**src/rtl/control_sequencer_pkg.sv**
```systemverilog
// Shared state codes, strobe bundle and decode helpers for the multicycle
// control sequencer.
package control_sequencer_pkg;

    // Execute entries are the codes the instruction state encoder may
    // present at decode. Codes 17..28 are extra ALU entries and are handled
    // through is_alu_ext().
    typedef enum logic [6:0] {
        S_IDLE    = 7'd0,
        S_FETCH0  = 7'd1,
        S_FETCH1  = 7'd2,
        S_FETCH2  = 7'd3,
        S_DECODE  = 7'd4,
        S_ILLEGAL = 7'd5,
        S_ALU     = 7'd6,
        S_ST_ADDR = 7'd7,
        S_ST_DATA = 7'd8,
        S_ST_WAIT = 7'd9,
        S_BUS_ERR = 7'd10,
        S_BR_TEST = 7'd11,
        S_BR_TAKE = 7'd12,
        S_LD_ADDR = 7'd13,
        S_LD_WAIT = 7'd14,
        S_LD_WB   = 7'd15
    } state_t;

    localparam logic [6:0] ALU_EXT_FIRST = 7'd17;
    localparam logic [6:0] ALU_EXT_LAST  = 7'd28;

    typedef struct packed {
        logic mov;
        logic mem_rw;
        logic mar_ld;
        logic mar_sel;
        logic mdr_ld;
        logic ir_ld;
        logic pc_ld;
        logic pc_sel;
        logic rf_ld;
        logic rf_src;
        logic illegal;
        logic bus_err;
    } ctrl_t;

    function automatic logic is_alu_ext(input logic [6:0] code);
        return (code >= ALU_EXT_FIRST) && (code <= ALU_EXT_LAST);
    endfunction

    function automatic logic is_exec_entry(input logic [6:0] code);
        return (code == S_ALU) || (code == S_ST_ADDR) || (code == S_BR_TEST) ||
               (code == S_LD_ADDR) || is_alu_ext(code);
    endfunction

    function automatic logic is_wait_state(input logic [6:0] code);
        return (code == S_FETCH1) || (code == S_ST_WAIT) || (code == S_LD_WAIT);
    endfunction

endpackage

```
**src/rtl/mem_watchdog.sv**
```systemverilog
// Counts cycles spent waiting for MOC in a memory-wait state and flags a
// timeout on the cycle whose edge would be the MOC_TIMEOUT-th without MOC.
module mem_watchdog #(
    parameter int unsigned MOC_TIMEOUT = 16
) (
    input  logic Clk,
    input  logic Reset_n,
    input  logic wait_entry,
    input  logic waiting,
    input  logic MOC,
    output logic timeout
);

    localparam int unsigned    CW    = $clog2(MOC_TIMEOUT) + 1;
    localparam logic [CW-1:0]  LIMIT = CW'(MOC_TIMEOUT - 1);

    logic [CW-1:0] r_count;

    // Clear on entry to a wait state, count MOC-less wait cycles, saturate.
    always_ff @(posedge Clk or negedge Reset_n) begin
        if (!Reset_n) begin
            r_count <= '0;
        end else if (wait_entry) begin
            r_count <= '0;
        end else if (waiting && !MOC && (r_count != '1)) begin
            r_count <= r_count + CW'(1);
        end
    end

    assign timeout = waiting && !MOC && (r_count >= LIMIT);

endmodule

```
**src/rtl/control_sequencer.sv**
```systemverilog
// Multicycle MIPS control unit: fetch/decode/execute sequencing with Moore
// strobes and a memory-handshake watchdog.
module control_sequencer
    import control_sequencer_pkg::*;
#(
    parameter int unsigned MOC_TIMEOUT = 16
) (
    input  logic       Clk,
    input  logic       Reset_n,
    input  logic [6:0] State_Sel,
    input  logic       MOC,
    input  logic       Cond,
    output logic [6:0] State,
    output logic       MOV,
    output logic       MEM_RW,
    output logic       MAR_Ld,
    output logic       MAR_Sel,
    output logic       MDR_Ld,
    output logic       IR_Ld,
    output logic       PC_Ld,
    output logic       PC_Sel,
    output logic       RF_Ld,
    output logic       RF_Src,
    output logic       Illegal,
    output logic       Bus_Err
);

    state_t r_state;
    state_t w_next;
    ctrl_t  w_ctrl;
    logic   w_waiting;
    logic   w_wait_entry;
    logic   w_timeout;

    assign w_waiting    = is_wait_state(r_state);
    assign w_wait_entry = is_wait_state(w_next) && !w_waiting;

    mem_watchdog #(
        .MOC_TIMEOUT(MOC_TIMEOUT)
    ) u_watchdog (
        .Clk        (Clk),
        .Reset_n    (Reset_n),
        .wait_entry (w_wait_entry),
        .waiting    (w_waiting),
        .MOC        (MOC),
        .timeout    (w_timeout)
    );

    // State register.
    always_ff @(posedge Clk or negedge Reset_n) begin
        if (!Reset_n) begin
            r_state <= S_IDLE;
        end else begin
            r_state <= w_next;
        end
    end

    // Next-state selection; MOC takes priority over a same-edge timeout.
    // ALU execute codes and unused encodings all fall through to FETCH0.
    always_comb begin
        w_next = S_FETCH0;
        case (r_state)
            S_IDLE:    w_next = S_FETCH0;
            S_FETCH0:  w_next = S_FETCH1;
            S_FETCH1:  w_next = MOC ? S_FETCH2 : (w_timeout ? S_BUS_ERR : S_FETCH1);
            S_FETCH2:  w_next = S_DECODE;
            S_DECODE:  w_next = is_exec_entry(State_Sel) ? state_t'(State_Sel) : S_ILLEGAL;
            S_ILLEGAL: w_next = S_ILLEGAL;
            S_ST_ADDR: w_next = S_ST_DATA;
            S_ST_DATA: w_next = S_ST_WAIT;
            S_ST_WAIT: w_next = MOC ? S_FETCH0 : (w_timeout ? S_BUS_ERR : S_ST_WAIT);
            S_BUS_ERR: w_next = S_BUS_ERR;
            S_BR_TEST: w_next = Cond ? S_BR_TAKE : S_FETCH0;
            S_LD_ADDR: w_next = S_LD_WAIT;
            S_LD_WAIT: w_next = MOC ? S_LD_WB : (w_timeout ? S_BUS_ERR : S_LD_WAIT);
            default:   w_next = S_FETCH0;
        endcase
    end

    // Moore strobe decode of the registered state.
    always_comb begin
        w_ctrl = '0;
        case (r_state)
            S_FETCH0: w_ctrl.mar_ld = 1'b1;
            S_FETCH1, S_LD_WAIT: begin
                w_ctrl.mov    = 1'b1;
                w_ctrl.mem_rw = 1'b1;
                w_ctrl.mdr_ld = 1'b1;
            end
            S_FETCH2: begin
                w_ctrl.ir_ld = 1'b1;
                w_ctrl.pc_ld = 1'b1;
            end
            S_ILLEGAL: w_ctrl.illegal = 1'b1;
            S_ALU:     w_ctrl.rf_ld   = 1'b1;
            S_ST_ADDR, S_LD_ADDR: begin
                w_ctrl.mar_ld  = 1'b1;
                w_ctrl.mar_sel = 1'b1;
            end
            S_ST_DATA: w_ctrl.mdr_ld  = 1'b1;
            S_ST_WAIT: w_ctrl.mov     = 1'b1;
            S_BUS_ERR: w_ctrl.bus_err = 1'b1;
            S_BR_TAKE: begin
                w_ctrl.pc_ld  = 1'b1;
                w_ctrl.pc_sel = 1'b1;
            end
            S_LD_WB: begin
                w_ctrl.rf_ld  = 1'b1;
                w_ctrl.rf_src = 1'b1;
            end
            default: w_ctrl.rf_ld = is_alu_ext(r_state);
        endcase
    end

    assign State   = r_state;
    assign MOV     = w_ctrl.mov;
    assign MEM_RW  = w_ctrl.mem_rw;
    assign MAR_Ld  = w_ctrl.mar_ld;
    assign MAR_Sel = w_ctrl.mar_sel;
    assign MDR_Ld  = w_ctrl.mdr_ld;
    assign IR_Ld   = w_ctrl.ir_ld;
    assign PC_Ld   = w_ctrl.pc_ld;
    assign PC_Sel  = w_ctrl.pc_sel;
    assign RF_Ld   = w_ctrl.rf_ld;
    assign RF_Src  = w_ctrl.rf_src;
    assign Illegal = w_ctrl.illegal;
    assign Bus_Err = w_ctrl.bus_err;

endmodule

```
**config.mk**
```make
export PLATFORM = sky130hd
export DESIGN_NAME = control_sequencer
export DESIGN_NICKNAME = d
export VERILOG_FILES = /design/src/rtl/control_sequencer_pkg.sv /design/src/rtl/mem_watchdog.sv /design/src/rtl/control_sequencer.sv
export SDC_FILE = /design/constraint.sdc
export NUM_CORES = 1
export LEC_CHECK = 0
export BUFFER_PORTS_ARGS = -buffer_cell sky130_fd_sc_hd__buf_4
export CAP_MARGIN = 30
export CORE_UTILIZATION = 57
export CTS_CLUSTER_DIAMETER = 150
export DETAILED_ROUTE_END_ITERATION = 8
export HOLD_SLACK_MARGIN = 0.05
export PLACE_DENSITY_LB_ADDON = 0.1
export SLEW_MARGIN = 20
export SYNTH_ARGS = -nofsm -noshare
export SYNTH_HDL_FRONTEND = slang
export SYNTH_SLANG_ARGS = --single-unit
```
**constraint.sdc**
```tcl
create_clock -name Clk -period 6.9 [get_ports Clk]
set_input_delay 1.035 -clock Clk [delete_from_list [all_inputs] [get_ports Clk]]
set_output_delay 1.035 -clock Clk [all_outputs]
set_load 0.02 [all_outputs]
```
==> metrics.cfg <==
[finish]
antenna-diode-count = 0
finish.net_count = 190
nFillCells = 171
fin_cells = 202
drive_above_1_share_pct = 26.9
final_cell_area_um2 = 1470
area_growth_pct = 17.8

[pwr]
internal_power_uw = 124
p_switching_uw = 56.5
peakVddDrop_v = 0.000134
p_per_area_nw_per_um2 = 122
pwr-share-seq_pct = 45.2
swShare_pct = 31.3
power.share.clock_pct = 31.5
leakage_uw = 0.000627
comb_power_share_pct = 23.3

[synth]
synth-edff-count = 0
async_flop_share_pct = 100
synth.avg_cell_area_um2 = 8.33
synth_top_cell_area_share_pct = 24.0
synth_warnings = 0
ys_top_cells_by_area = dfrtp_1 24%, nor3_1 5.6%, nand2_1 4.2%, buf_6 3.6%, nand2b_1 3.5%
synth-seq-area-share_pct = 24.0
synth_ff_type = dfrtp_1
yosysTopAreaCell = dfrtp_1
syn_area_um2 = 1250
synth_commonest_cells = 14 x nand2_1, 14 x nor3_1, 12 x dfrtp_1
ys_types = 50
postSynthCellCount = 150
synth_seq_cells = 12

[die]
die_h_um = 48.8
initial_utilization_pct = 62.4
fp.coreArea_um2 = 2000
ios = 30
placementRows = 16
die_area_um2 = 2380
die_x_um = 48.8

[routing]
drt-wirelength-per-cell_um = 14.4
num_vias = 1231
wl_mm = 2.90
drc_errors = 0
drtPass1Iterations = 5
postRouteAntennaNets = 0
viasPerCell = 6.09
drtIter0Drc = 18

[clock_network]
cts_made_buffers = 3
hold_buffers = 0
path_clk_slew_ns = 0.07
ctsResizeCount = 0
worstSkewPairLatency_ns = 0.28
h-tree-depth = 1
clock_sinks = 12
clock_path_buffers = 2
ctsRootBufferMaster = clkbuf_4
postCtsSetupBuffers = 0
cts_tree = built

[critical_path]
endpoint_kind = output port
criticalPathCategory = reg -> out
arrival_ns = 2.07
start_kind = register
worstPathRequired_ns = 5.86
critical_path.max_fanout = 19

[global_routing]
grt_overflow = 0
grt_max_degree = 22
grt_usage_pct = 26.9
grt_pass1_vias = 1094
antenna_found_initial = 0
grt_pass1_wl_mm = 4.98

[run_status]
outcome = complete, no violations

[min_path]
min_path_type = in -> async

[timing]
finalSetupTns_ns = 0
worst_pin_slew_ns = 0.703
hold_viol_final = 0
finClkSkew_ns = 0.00118
maxSlewViolCount = 0
fin_crit_sh_pct = 45.0
whs_ns = 0.577
min_period_ns = 3.11
max_freq_mhz = 322
rsz0062_at_grt = no
setup_viol = 0
slew_headroom_pct = 53.1

[placed_design]
placed_cells = 198
place_area_um2 = 1440
gp_congestion = 0.853
dp.final_hpwl_mm = 2.18
port_buffers = 29

[job]
drv_cap = 0

## metal layers
layer	vias to the layer above	part of all wire (%)	wire, µm	global-route usage (%)
met2	56	49	1410	43.1
met4	0	0.59	17	5.88
met5	-	0	0	0
li1	602	-	-	-
met1	567	44	1270	37.5
met3	6	6.9	201	5.61
## critical path, cell delays in order, from the launching register on
cell and delay, ns:
dfrtp_1 0.77, or3b_1 0.41, a21o_1 0.19, a21oi_2 0.22
buf_4 0.18
## area by class of cell
cell class / instances / area [µm²] / share of cell area, %
Tap cell: 27 / 33.8 / 2.29
Clock buffer: 4 / 36.3 / 2.46
Multi-Input combinational cell: 125 / 866 / 58.8
Sequential cell: 12 / 300 / 20.4
Inverter: 5 / 18.8 / 1.27
Timing Repair Buffer: 29 / 218 / 14.8
## power groups by stage
stage               clock network, µW  logic (µW)  registers [µW]
floorplan                           0        31.5            79.2
global placement                    0        40.5            82.4
detailed placement                  0        41.8            82.8
CTS                              58.3        42.2            81.4
global route                     60.0        46.9            82.4
finish                           56.9        42.0            81.5
## flip-flops by register name, summed over array words and instances, names as in the netlist
register	count
State	7
u_watchdog.r_count	5
## metrics by stage
| step | util (%) | power (µW) | worst slack [ns] |
|---|---|---|---|
| 2_1_floorplan | - | 111 | 3.67 |
| 3_3_place_gp | 71.8 | 123 | 4.07 |
| 3_5_place_dp | 71.8 | 125 | 3.99 |
| 4_1_cts | 73.6 | 182 | 3.82 |
| 5_1_grt | 73.6 | 189 | 3.69 |
| 6_report | 73.6 | 180 | 3.79 |
## placed cells by master, fill, tap and decap left out, types with 5 or more instances in the layout
master    count
o21ai_0       5
or3_1         5
a21oi_1       8
nor3_1       14
dfrtp_1      12
buf_4        29
nand2b_1      7
nand3_1       5
inv_1         5
nor2_1       11
nand2_1      14
## worst paths after layout
| check | start | end | slack (ns) | depth (start not counted) |
|---|---|---|---|---|
| worst max-delay path | State[1] | MOV | 3.79 | 4 |
| worst min register to register | u_watchdog.r_count[3] | u_watchdog.r_count[3] | 0.64 | 2 |
| worst min-delay path | Reset_n | State[6] | 0.58 | 1 |
| max in group asynchronous | Reset_n | State[2] | 6.17 | 1 |
| worst max register to register | State[1] | u_watchdog.r_count[0] | 4.25 | 7 |
| min in group Clk | u_watchdog.r_count[3] | u_watchdog.r_count[3] | 0.64 | 2 |
## cells by family after synthesis
kind of cell             count (synthesis)  synth area share, %
multiplexers                             2                 1.60
flip-flops                              12                 24.0
other                                    1                0.300
buffers and inverters                   14                 7.01
AO/OA/AOI/OAI                           35                 24.0
adder cells (fa/ha/maj)                  4                 3.80
XOR/XNOR                                 6                 4.20
AND/OR/NAND/NOR                         76                 35.0
Note: power is estimated with default switching activity, not from simulation.
